==> config.mk <==
export PLATFORM = sky130hd
export DESIGN_NAME = pong_game_ctrl_flat
export DESIGN_NICKNAME = d
export VERILOG_FILES = /design/src/rtl/pong_game_ctrl_pkg.sv /design/src/rtl/pong_game_ctrl_if.sv /design/src/rtl/pong_game_ctrl_frame_btn_edge.sv /design/src/rtl/pong_game_ctrl.sv /design/src/flat_wrapper.sv
export SDC_FILE = /design/constraint.sdc
export NUM_CORES = 1
export LEC_CHECK = 0
export BUFFER_PORTS_ARGS = -buffer_cell sky130_fd_sc_hd__buf_2
export CAP_MARGIN = 0
export CELL_PAD_IN_SITES_DETAIL_PLACEMENT = 1
export CELL_PAD_IN_SITES_GLOBAL_PLACEMENT = 2
export CORE_ASPECT_RATIO = 1.2
export CORE_UTILIZATION = 37
export DETAILED_ROUTE_END_ITERATION = 10
export PLACE_DENSITY = 0.86
export SETUP_SLACK_MARGIN = 0.05
export SYNTH_ARGS = -nofsm -noshare
export SYNTH_HDL_FRONTEND = slang
export SYNTH_SLANG_ARGS = --single-unit
==> constraint.sdc <==
create_clock -name vga_clk -period 4 [get_ports vga_clk]
set_input_delay 0.8 -clock vga_clk [delete_from_list [all_inputs] [get_ports vga_clk]]
set_output_delay 0.8 -clock vga_clk [all_outputs]
set_load 0.01 [all_outputs]
==> src/rtl/pong_game_ctrl_pkg.sv <==
// Shared encodings for the pong match-flow controller and its HUD consumers.
package pong_pkg;

    typedef enum logic [1:0] {
        ST_IDLE  = 2'd0,
        ST_SERVE = 2'd1,
        ST_PLAY  = 2'd2,
        ST_OVER  = 2'd3
    } state_e;

    typedef enum logic [1:0] {
        WIN_NONE  = 2'b00,
        WIN_LEFT  = 2'b01,
        WIN_RIGHT = 2'b10,
        WIN_TIE   = 2'b11
    } winner_e;

    localparam int         WIN_PTS_DEF = 3;
    localparam logic [1:0] CD_START    = 2'd3;

    // Frame counters must hold the larger of the two frame budgets without wrapping.
    function automatic int cnt_width(input int a, input int b);
        int m;
        m = (a > b) ? a : b;
        return $clog2(m + 1);
    endfunction

endpackage

==> src/rtl/pong_game_ctrl_if.sv <==
// Link between the match controller and the ball block: start level out, score/guiwei back.
interface pong_game_ctrl_if;

    logic       start;
    logic [3:0] score;
    logic       guiwei;

    modport master (output start, input score, input guiwei);
    modport slave  (input start, output score, output guiwei);

endinterface

==> src/rtl/pong_game_ctrl_frame_btn_edge.sv <==
// Pushbutton conditioner: 2-flop synchronizer, frame-rate sampler, one-cycle rising-edge press.
module frame_btn_edge (
    input  logic clk,
    input  logic rst,
    input  logic frame_tick,
    input  logic btn_in,
    output logic press
);

    logic sync1_q, sync1_d;
    logic sync2_q, sync2_d;
    logic btn_q, btn_d;

    always_comb begin
        sync1_d = btn_in;
        sync2_d = sync1_q;
        btn_d   = btn_q;
        // Sampling only at frame rate debounces contact chatter shorter than a frame.
        if (frame_tick) begin
            btn_d = sync2_q;
        end
    end

    always_ff @(posedge clk) begin
        if (rst) begin
            sync1_q <= 1'b0;
            sync2_q <= 1'b0;
            btn_q   <= 1'b0;
        end else begin
            sync1_q <= sync1_d;
            sync2_q <= sync2_d;
            btn_q   <= btn_d;
        end
    end

    assign press = frame_tick & sync2_q & ~btn_q;

endmodule

==> src/rtl/pong_game_ctrl.sv <==
// Match-flow controller: idle, serve countdown, rally play, game over; drives ball start and HUD status.
module pong_game_ctrl
    import pong_pkg::*;
#(
    parameter int DIGIT_FRAMES = 60,
    parameter int FLASH_FRAMES = 30,
    parameter int WIN_PTS      = WIN_PTS_DEF
) (
    input  logic                    vga_clk,
    input  logic                    sys_rst,
    input  logic                    frame_tick,
    input  logic                    start_btn,
    pong_game_ctrl_if.master        ball,
    output logic [1:0]              state,
    output logic [1:0]              countdown,
    output logic [1:0]              winner,
    output logic                    point_flash
);

    localparam int                 CNT_W      = cnt_width(DIGIT_FRAMES, FLASH_FRAMES);
    localparam logic [CNT_W-1:0]   DIGIT_LAST = CNT_W'(DIGIT_FRAMES - 1);
    localparam logic [CNT_W-1:0]   FLASH_LOAD = CNT_W'(FLASH_FRAMES);
    localparam logic [1:0]         WIN_V      = 2'(WIN_PTS);

    state_e             state_q, state_d;
    winner_e            winner_q, winner_d;
    logic               start_q, start_d;
    logic [1:0]         cd_q, cd_d;
    logic [CNT_W-1:0]   frame_cnt_q, frame_cnt_d;
    logic [CNT_W-1:0]   flash_cnt_q, flash_cnt_d;

    logic press;
    logic right_won;
    logic left_won;
    logic flash_reload;

    frame_btn_edge u_start_btn (
        .clk        (vga_clk),
        .rst        (sys_rst),
        .frame_tick (frame_tick),
        .btn_in     (start_btn),
        .press      (press)
    );

    always_comb begin
        state_d      = state_q;
        winner_d     = winner_q;
        cd_d         = cd_q;
        frame_cnt_d  = frame_cnt_q;
        flash_reload = 1'b0;
        right_won    = (ball.score[1:0] == WIN_V);
        left_won     = (ball.score[3:2] == WIN_V);

        unique case (state_q)
            ST_IDLE: begin
                if (press) begin
                    state_d     = ST_SERVE;
                    cd_d        = CD_START;
                    frame_cnt_d = '0;
                end
            end
            ST_SERVE: begin
                if (frame_tick) begin
                    if (frame_cnt_q == DIGIT_LAST) begin
                        frame_cnt_d = '0;
                        if (cd_q == 2'd1) begin
                            state_d = ST_PLAY;
                            cd_d    = 2'd0;
                        end else begin
                            cd_d = cd_q - 2'd1;
                        end
                    end else begin
                        frame_cnt_d = frame_cnt_q + 1'b1;
                    end
                end
            end
            ST_PLAY: begin
                if (ball.guiwei) begin
                    flash_reload = 1'b1;
                    if (right_won || left_won) begin
                        state_d  = ST_OVER;
                        winner_d = winner_e'({right_won, left_won});
                    end
                end
            end
            ST_OVER: begin
                if (press) begin
                    state_d  = ST_IDLE;
                    winner_d = WIN_NONE;
                end
            end
            default: state_d = ST_IDLE;
        endcase

        // OVER keeps start high so the ball block still shows the final score.
        start_d = (state_d == ST_PLAY) || (state_d == ST_OVER);

        if (flash_reload) begin
            flash_cnt_d = FLASH_LOAD;
        end else if ((state_d == ST_IDLE) && (state_q != ST_IDLE)) begin
            flash_cnt_d = '0;
        end else if (frame_tick && (flash_cnt_q != '0)) begin
            flash_cnt_d = flash_cnt_q - 1'b1;
        end else begin
            flash_cnt_d = flash_cnt_q;
        end
    end

    always_ff @(posedge vga_clk) begin
        if (sys_rst) begin
            state_q     <= ST_IDLE;
            winner_q    <= WIN_NONE;
            start_q     <= 1'b0;
            cd_q        <= 2'd0;
            frame_cnt_q <= '0;
            flash_cnt_q <= '0;
        end else begin
            state_q     <= state_d;
            winner_q    <= winner_d;
            start_q     <= start_d;
            cd_q        <= cd_d;
            frame_cnt_q <= frame_cnt_d;
            flash_cnt_q <= flash_cnt_d;
        end
    end

    assign ball.start  = start_q;
    assign state       = state_q;
    assign countdown   = cd_q;
    assign winner      = winner_q;
    assign point_flash = (flash_cnt_q != '0);

endmodule

==> src/flat_wrapper.sv <==
// flat-port wrapper written by rule: the top's interface ports become plain ports
module pong_game_ctrl_flat import pong_pkg::*;
#(
    parameter int DIGIT_FRAMES = 60,
    parameter int FLASH_FRAMES = 30,
    parameter int WIN_PTS      = WIN_PTS_DEF
)
  (vga_clk, sys_rst, frame_tick, start_btn, state, countdown, winner, point_flash, ball_start, ball_score, ball_guiwei);
  pong_game_ctrl_if ball_i ();
  input  logic vga_clk;
  input  logic sys_rst;
  input  logic frame_tick;
  input  logic start_btn;
  output logic [1:0] state;
  output logic [1:0] countdown;
  output logic [1:0] winner;
  output logic point_flash;
  output wire logic [$bits(ball_i.start)-1:0] ball_start;
  input wire logic [$bits(ball_i.score)-1:0] ball_score;
  input wire logic [$bits(ball_i.guiwei)-1:0] ball_guiwei;
  assign ball_start = ball_i.start;
  assign ball_i.score = ball_score;
  assign ball_i.guiwei = ball_guiwei;
  pong_game_ctrl #(.DIGIT_FRAMES(DIGIT_FRAMES), .FLASH_FRAMES(FLASH_FRAMES), .WIN_PTS(WIN_PTS)) u_core (.vga_clk(vga_clk), .sys_rst(sys_rst), .frame_tick(frame_tick), .start_btn(start_btn), .ball(ball_i), .state(state), .countdown(countdown), .winner(winner), .point_flash(point_flash));
endmodule
==> out/qor.yml, run 1 <==
ys_ff_latch: 22
viasPerCell: 5.62
root_buffer: "clkbuf_4"
diodes: 0
slew_viol_final: 0
syn_to_final_growth_pct: 10.6
power_frac_seq_pct: 45.5
final_common_cell: "dfxtp_1"
grt_setup_unrepaired: "false"
drc_errors: 0
routabilityCongestion: 0.769
cpLargestDelayFamily: "simple AND/OR/NAND/NOR gates"
synth_top_area_share_pct: 38.6
end_kind: "output pin"
path_buf_inv: 1
syn_area_um2: 1140
path_clk_slew_ps: 120
cts-resized-gates: 0
clock-sinks: 22
cap_violations: 0
syn_inst: 120
timing.slew.headroom_pct: 64.7
ys_warn_count: 0
drt-initial-drc-count: 6
hpwl_um: 1950
htree_levels: 1
place_area_um2: 1230
comb_power_share_pct: 34.2
dr_wl_met3_um: 52
hp-class: "reg2reg"
post_cts_buffers: 0
drive_above_1_share_pct: 23.7
worst_pin_slew_ps: 522
route.met2.wl_um: 1330
synth_flop_cell: "dfxtp_1"
p_switching_uw: 207
port_buffers: 16
synthTopCellsByArea: "dfxtp_1 (39%), ha_1 (3.3%), nor2_1 (3.3%)"
cp.required_ps: 3200
cts_tree: "built"
period_share_pct: 54.4
antenna_found_initial: 0
die_h_um: 62.8
synth_seq_area_share_pct: 38.6
final_nets: 148
status: "complete, no violations"
fin_crit_ps: 2180
p_int_uw: 392
dp_cells: 165
path_class: "reg2out"
most-common-layout-cells: "dfxtp_1 (22), buf_2 (16), nor2_1 (10), a21oi_1 (7), nand2_1 (6)"
ir_drop_v: 0.000300
gr-usage-all-layers_pct: 17.0
cp-start-kind: "register"
synth.lib_cells_used.distinct: 51
io_pins: 17
async_flop_share_pct: 0
switching_share_pct: 34.6
drt-met1-wl_um: 1120
arrival_ps: 1380
fin_cells: 169
routed.top_layer: "met4"
wl_per_cell_um: 15.1
path_max_fanout: 6
clk_latency_ps: 300
drtPass1Iterations: 4
grt_max_degree: 23
syn-num-nets: 132
fmax_mhz: 460
finish.instance_area_um2: 1260
fin_tns_setup_ps: 0
synth_top_cell_by_area: "dfxtp_1"
slowest_delay_ps: 370
core_um2: 2860
finalHoldViolations: 0
drtAntennaViolNets: 0
postLayoutCoreUtil_pct: 44.1
clkPwrFrac_pct: 20.3
drt_wl_total_um: 2550
via_count: 950
grt_overflow: 0
grt_pass1_vias: 937
grt_pass1_wl_um: 4240
fp-row-count: 21
clock-skew-final_ps: 2.17
p_per_area_nw_per_um2: 474
hold_ws_ps: 456
worst_path_max_delay_cell: "dfxtp_1"
leakagePower_nw: 0.495
dieWidth_um: 52.7
syn_avg_cell_area_um2: 9.51
setup_viol: 0
start_util_pct: 39.8
cts.path.max_buffers: 2
cts-buffers-inserted: 3
synth_edf_count: 0
path_cells: "nor3_1 > nand3b_1 > buf_2"
die_area_um2: 3310
hold_buffers: 0
==> through the flow <==
step	worst slack, ps	power [mW]
detailed placement	1660	0.485
finish	1820	0.599
global placement	1750	0.471
CTS	1840	0.609
floorplan	2010	0.428
global route	1780	0.641
==> cell families (layout without fill, tap and decap cells) <==
family | Yosys count | count (layout) | share of synthesized area (%)
AO/OA/AOI/OAI | 29 | 29 | 19.6
AND/OR/NAND/NOR | 50 | 50 | 28.2
buffers and inverters | 9 | 24 | 4.60
flip-flops | 22 | 22 | 38.6
adder cells (fa/ha/maj) | 3 | 3 | 3.29
multiplexers | 2 | 2 | 1.86
XOR/XNOR | 5 | 5 | 3.84
==> sequential cells by signal (all words and copies together), names as in the netlist <==
register                    count
u_core.winner                   2
u_core.u_start_btn.sync1_q      1
u_core.ball.start               1
u_core.flash_cnt_q              6
u_core.state                    2
u_core.countdown                2
u_core.frame_cnt_q              6
u_core.u_start_btn.btn_q        1
u_core.u_start_btn.sync2_q      1
==> power groups by stage <==
stage	registers, mW	clock network (mW)	logic (mW)
5_1_grt	0.278	0.135	0.229
6_report	0.273	0.122	0.205
3_5_place_dp	0.278	0	0.207
3_3_place_gp	0.276	0	0.195
2_1_floorplan	0.268	0	0.160
4_1_cts	0.273	0.128	0.208
==> cell type report <==
cell class | instances | area [um^2]
well taps | 34 | 42.5
inverters | 4 | 15.0
clock buffers | 4 | 36.3
repair buffers | 16 | 80.1
flip-flops and latches | 22 | 440
fillers | 354 | 1600
multi-input cells | 89 | 648
==> cells in the mapped netlist (2+ instances only) <==
cell type  instances
nor2_1            10
o22ai_1            2
nand3_2            2
and2_1             3
nand2b_1           2
inv_1              4
a21oi_1            7
o2111ai_1          2
nand2_1            6
nor2b_1            3
ha_1               3
nand3b_1           3
xor2_1             4
o21ai_0            3
o211ai_1           2
o31ai_2            3
dfxtp_1           22
nor3_1             3
nor4_2             2
and4b_1            2
buf_6              2
==> worst paths after layout <==
path                                    startpoint                                     to  slack, ps  cells after the start
min reg2reg  u_core.u_start_btn.sync1_q$_SDFF_PP0_  u_core.u_start_btn.sync2_q$_SDFF_PP0_        460                      1
min          u_core.u_start_btn.sync1_q$_SDFF_PP0_  u_core.u_start_btn.sync2_q$_SDFF_PP0_        460                      1
max reg2reg       u_core.countdown[1]$_SDFFE_PP0P_          u_core.winner[1]$_SDFFE_PP0P_       2090                      6
max             u_core.flash_cnt_q[2]$_SDFFE_PP0P_                            point_flash       1820                      3
==> routing by layer <==
metal	track usage, %	vias up
li1	-	473
met1	20.4	459
met2	29.3	14
met3	2.19	4
met4	6.91	0
met5	0	-
Power figures use the tool's default switching activity.
==> run 2: changes to the inputs <==
--- a/config.mk
+++ b/config.mk
@@ -5,14 +5,15 @@
 export SDC_FILE = /design/constraint.sdc
 export NUM_CORES = 1
 export LEC_CHECK = 0
+export ABC_AREA = 1
 export BUFFER_PORTS_ARGS = -buffer_cell sky130_fd_sc_hd__buf_2
 export CAP_MARGIN = 0
 export CELL_PAD_IN_SITES_DETAIL_PLACEMENT = 1
 export CELL_PAD_IN_SITES_GLOBAL_PLACEMENT = 2
 export CORE_ASPECT_RATIO = 1.2
-export CORE_UTILIZATION = 37
+export CORE_UTILIZATION = 28
 export DETAILED_ROUTE_END_ITERATION = 10
-export PLACE_DENSITY = 0.86
+export PLACE_DENSITY = 0.77
 export SETUP_SLACK_MARGIN = 0.05
 export SYNTH_ARGS = -nofsm -noshare
 export SYNTH_HDL_FRONTEND = slang
==> constraint.sdc (replaced) <==
create_clock -name vga_clk -period 1.76 [get_ports vga_clk]
set_input_delay 0.352 -clock vga_clk [delete_from_list [all_inputs] [get_ports vga_clk]]
set_output_delay 0.352 -clock vga_clk [all_outputs]
set_load 0.01 [all_outputs]
==> run 2 against run 1 <==
Worst hold slack got worse by 170 ps; worst setup slack lost 1600 ps; first-iteration DRC count rose to 2.7 times the previous value; largest power group is now combinational logic; non-clock buffer count stayed put; clock skew decreased by 0.72 ps; cell count up 46%; critical path depth grew 1; combinational power increased to 3.3 times the previous value; core utilization down 10 points; clock power rose to 3.1 times the previous value; highest routed layer unchanged.
==> out/qor.yml, run 2 <==
final_common_cell: "nand2_1"
drtAntennaViolNets: 0
power_mw: 1.69
layout_setup_ws_ps: 186
cp-start-kind: "register"
viasPerCell: 4.63
slew_viol_final: 0
wl_per_cell_um: 12.2
path_max_fanout: 5
syn-num-nets: 185
place_ws_ps: 275
syn_inst: 173
core_um2: 4230
syn_area_um2: 1230
syn_to_final_growth_pct: 15.9
slowest_delay_ps: 320
path_class: "reg2out"
ys_ff_latch: 22
grt_max_degree: 13
worst_pin_slew_ps: 349
port_buffers: 16
path_buf_inv: 2
worst_path_max_delay_cell: "dfxtp_1"
die_area_um2: 4650
p_per_area_nw_per_um2: 1190
leakagePower_nw: 0.626
synth_edf_count: 0
synth_flop_cell: "dfxtp_1"
cts_tree: "built"
cpLargestDelayFamily: "buffers and inverters"
ir_drop_v: 0.000252
drt_wl_total_um: 3010
period_share_pct: 89.4
fin_tns_setup_ps: 0
diodes: 0
routabilityCongestion: 0.755
synth.lib_cells_used.distinct: 23
ys_warn_count: 0
synth_top_area_share_pct: 35.9
timing.slew.headroom_pct: 76.6
start_util_pct: 29.0
grt_overflow: 0
end_kind: "output pin"
hp-class: "in2reg"
dieWidth_um: 62.4
syn_avg_cell_area_um2: 7.09
cts.path.max_buffers: 2
finalHoldViolations: 0
via_count: 1143
top_regs: "u_core.flash_cnt_q x6, u_core.frame_cnt_q x6"
cp.required_ps: 1410
arrival_ps: 1220
drive_above_1_share_pct: 20.4
htree_levels: 1
clock-skew-final_ps: 1.46
final_nets: 204
hpwl_um: 2430
fin_crit_ps: 1570
drc_errors: 0
io_pins: 17
most-common-layout-cells: "nand2_1 (40), inv_1 (23), dfxtp_1 (22), nand3_1 (21), nor2_1 (20)"
fmax_mhz: 635
fp-row-count: 26
gr-usage-all-layers_pct: 14.4
yosys-top-cells-count: "nand2_1 (40), inv_1 (23), dfxtp_1 (22)"
grt_pass1_vias: 1219
clk_latency_ps: 270
post_cts_buffers: 0
cap_violations: 0
synth_top_cell_by_area: "dfxtp_1"
antenna_found_initial: 0
root_buffer: "clkbuf_8"
path_clk_slew_ps: 80
drtPass1Iterations: 3
setup_viol: 0
async_flop_share_pct: 0
grt_pass1_wl_um: 5250
path_cells: "inv_1 > ha_4 > nand3_2 > buf_2"
drt-initial-drc-count: 16
status: "complete, no violations"
hold_buffers: 0
cts-buffers-inserted: 3
synthTopCellsByArea: "dfxtp_1 (36%), nand2_1 (12%), nand3_1 (8.6%)"
grt_setup_unrepaired: "false"
die_h_um: 74.5
synth_seq_area_share_pct: 35.9
yosysMostFrequentCell: "nand2_1"
clock-sinks: 22
[run 2: power by group]
part / internal (mW) / switching, mW / total, mW
clock: 0.200 / 0.179 / 0.379
combinational: 0.280 / 0.402 / 0.682
sequential: 0.567 / 0.0595 / 0.627
total: 1.05 / 0.641 / 1.69
[run 2: through the flow]
| stage | cells | util (%) | hold slack (ps) | area [um^2] |
|---|---|---|---|---|
| floorplan | 173 | - | 388 | 1230 |
| global placement | 243 | 32.0 | 402 | 1350 |
| detailed placement | 243 | 32.0 | 404 | 1350 |
| CTS | 247 | 33.3 | 279 | 1410 |
| global route | 247 | 33.6 | 290 | 1420 |
| finish | 247 | 33.6 | 282 | 1420 |
[run 2: cell families (layout without fill, tap and decap cells)]
| family | Yosys count | after routing | synth area share (%) |
|---|---|---|---|
| and+or+nand+nor | 98 | 98 | 40.2 |
| buffers and inverters | 30 | 48 | 10.4 |
| DFF | 22 | 22 | 35.9 |
| AOI/OAI and AO/OA | 17 | 17 | 8.27 |
| adders and majority gates | 3 | 3 | 3.06 |
| xor gates and xnor gates | 3 | 3 | 2.14 |
[run 2: final cells by class]
| class | instances | area, um^2 |
|---|---|---|
| fillers | 577 | 2810 |
| inverters | 28 | 105 |
| well taps | 56 | 70.1 |
| multi-input cells | 121 | 671 |
| flip-flops and latches | 22 | 440 |
| clock buffers | 4 | 55.1 |
| repair buffers | 16 | 80.1 |
[run 2: worst register-to-register path, cell delays in order, from the launching register on]
cell     delay, ps
dfxtp_1        360
ha_1           250
nand3_1        110
nor2_2         230
nor2_4          90
nor2_4         120
nand2_1         70
nand2_1         70
nor2_1          50
[run 2: per-layer routing]
metal | global-route usage (%) | routed length (um) | vias to the layer above
met2 | 29.7 | 1670 | 7
met1 | 14.2 | 1240 | 549
li1 | - | - | 582
met3 | 1.84 | 39 | 5
met5 | 0 | 0 | -
met4 | 6.98 | 56 | 0
[run 2: path summary, 6_finish.rpt]
check                                                      startpoint                                    end  slack [ps]  cells after the start
worst max-delay path               u_core.flash_cnt_q[0]$_SDFFE_PP0P_                            point_flash         190                      4
worst min-delay path                                        start_btn  u_core.u_start_btn.sync1_q$_SDFF_PP0_         280                      3
worst max register to register     u_core.frame_cnt_q[0]$_SDFFE_PP0P_       u_core.countdown[0]$_SDFFE_PP0P_         300                      8
worst min register to register  u_core.u_start_btn.sync1_q$_SDFF_PP0_  u_core.u_start_btn.sync2_q$_SDFF_PP0_         410                      2
[run 2: what timing repair did]
item,in CTS,in global routing
gates resized for setup,0,2
setup endpoints to repair,0,1
endpoints found under the hold margin,0,0
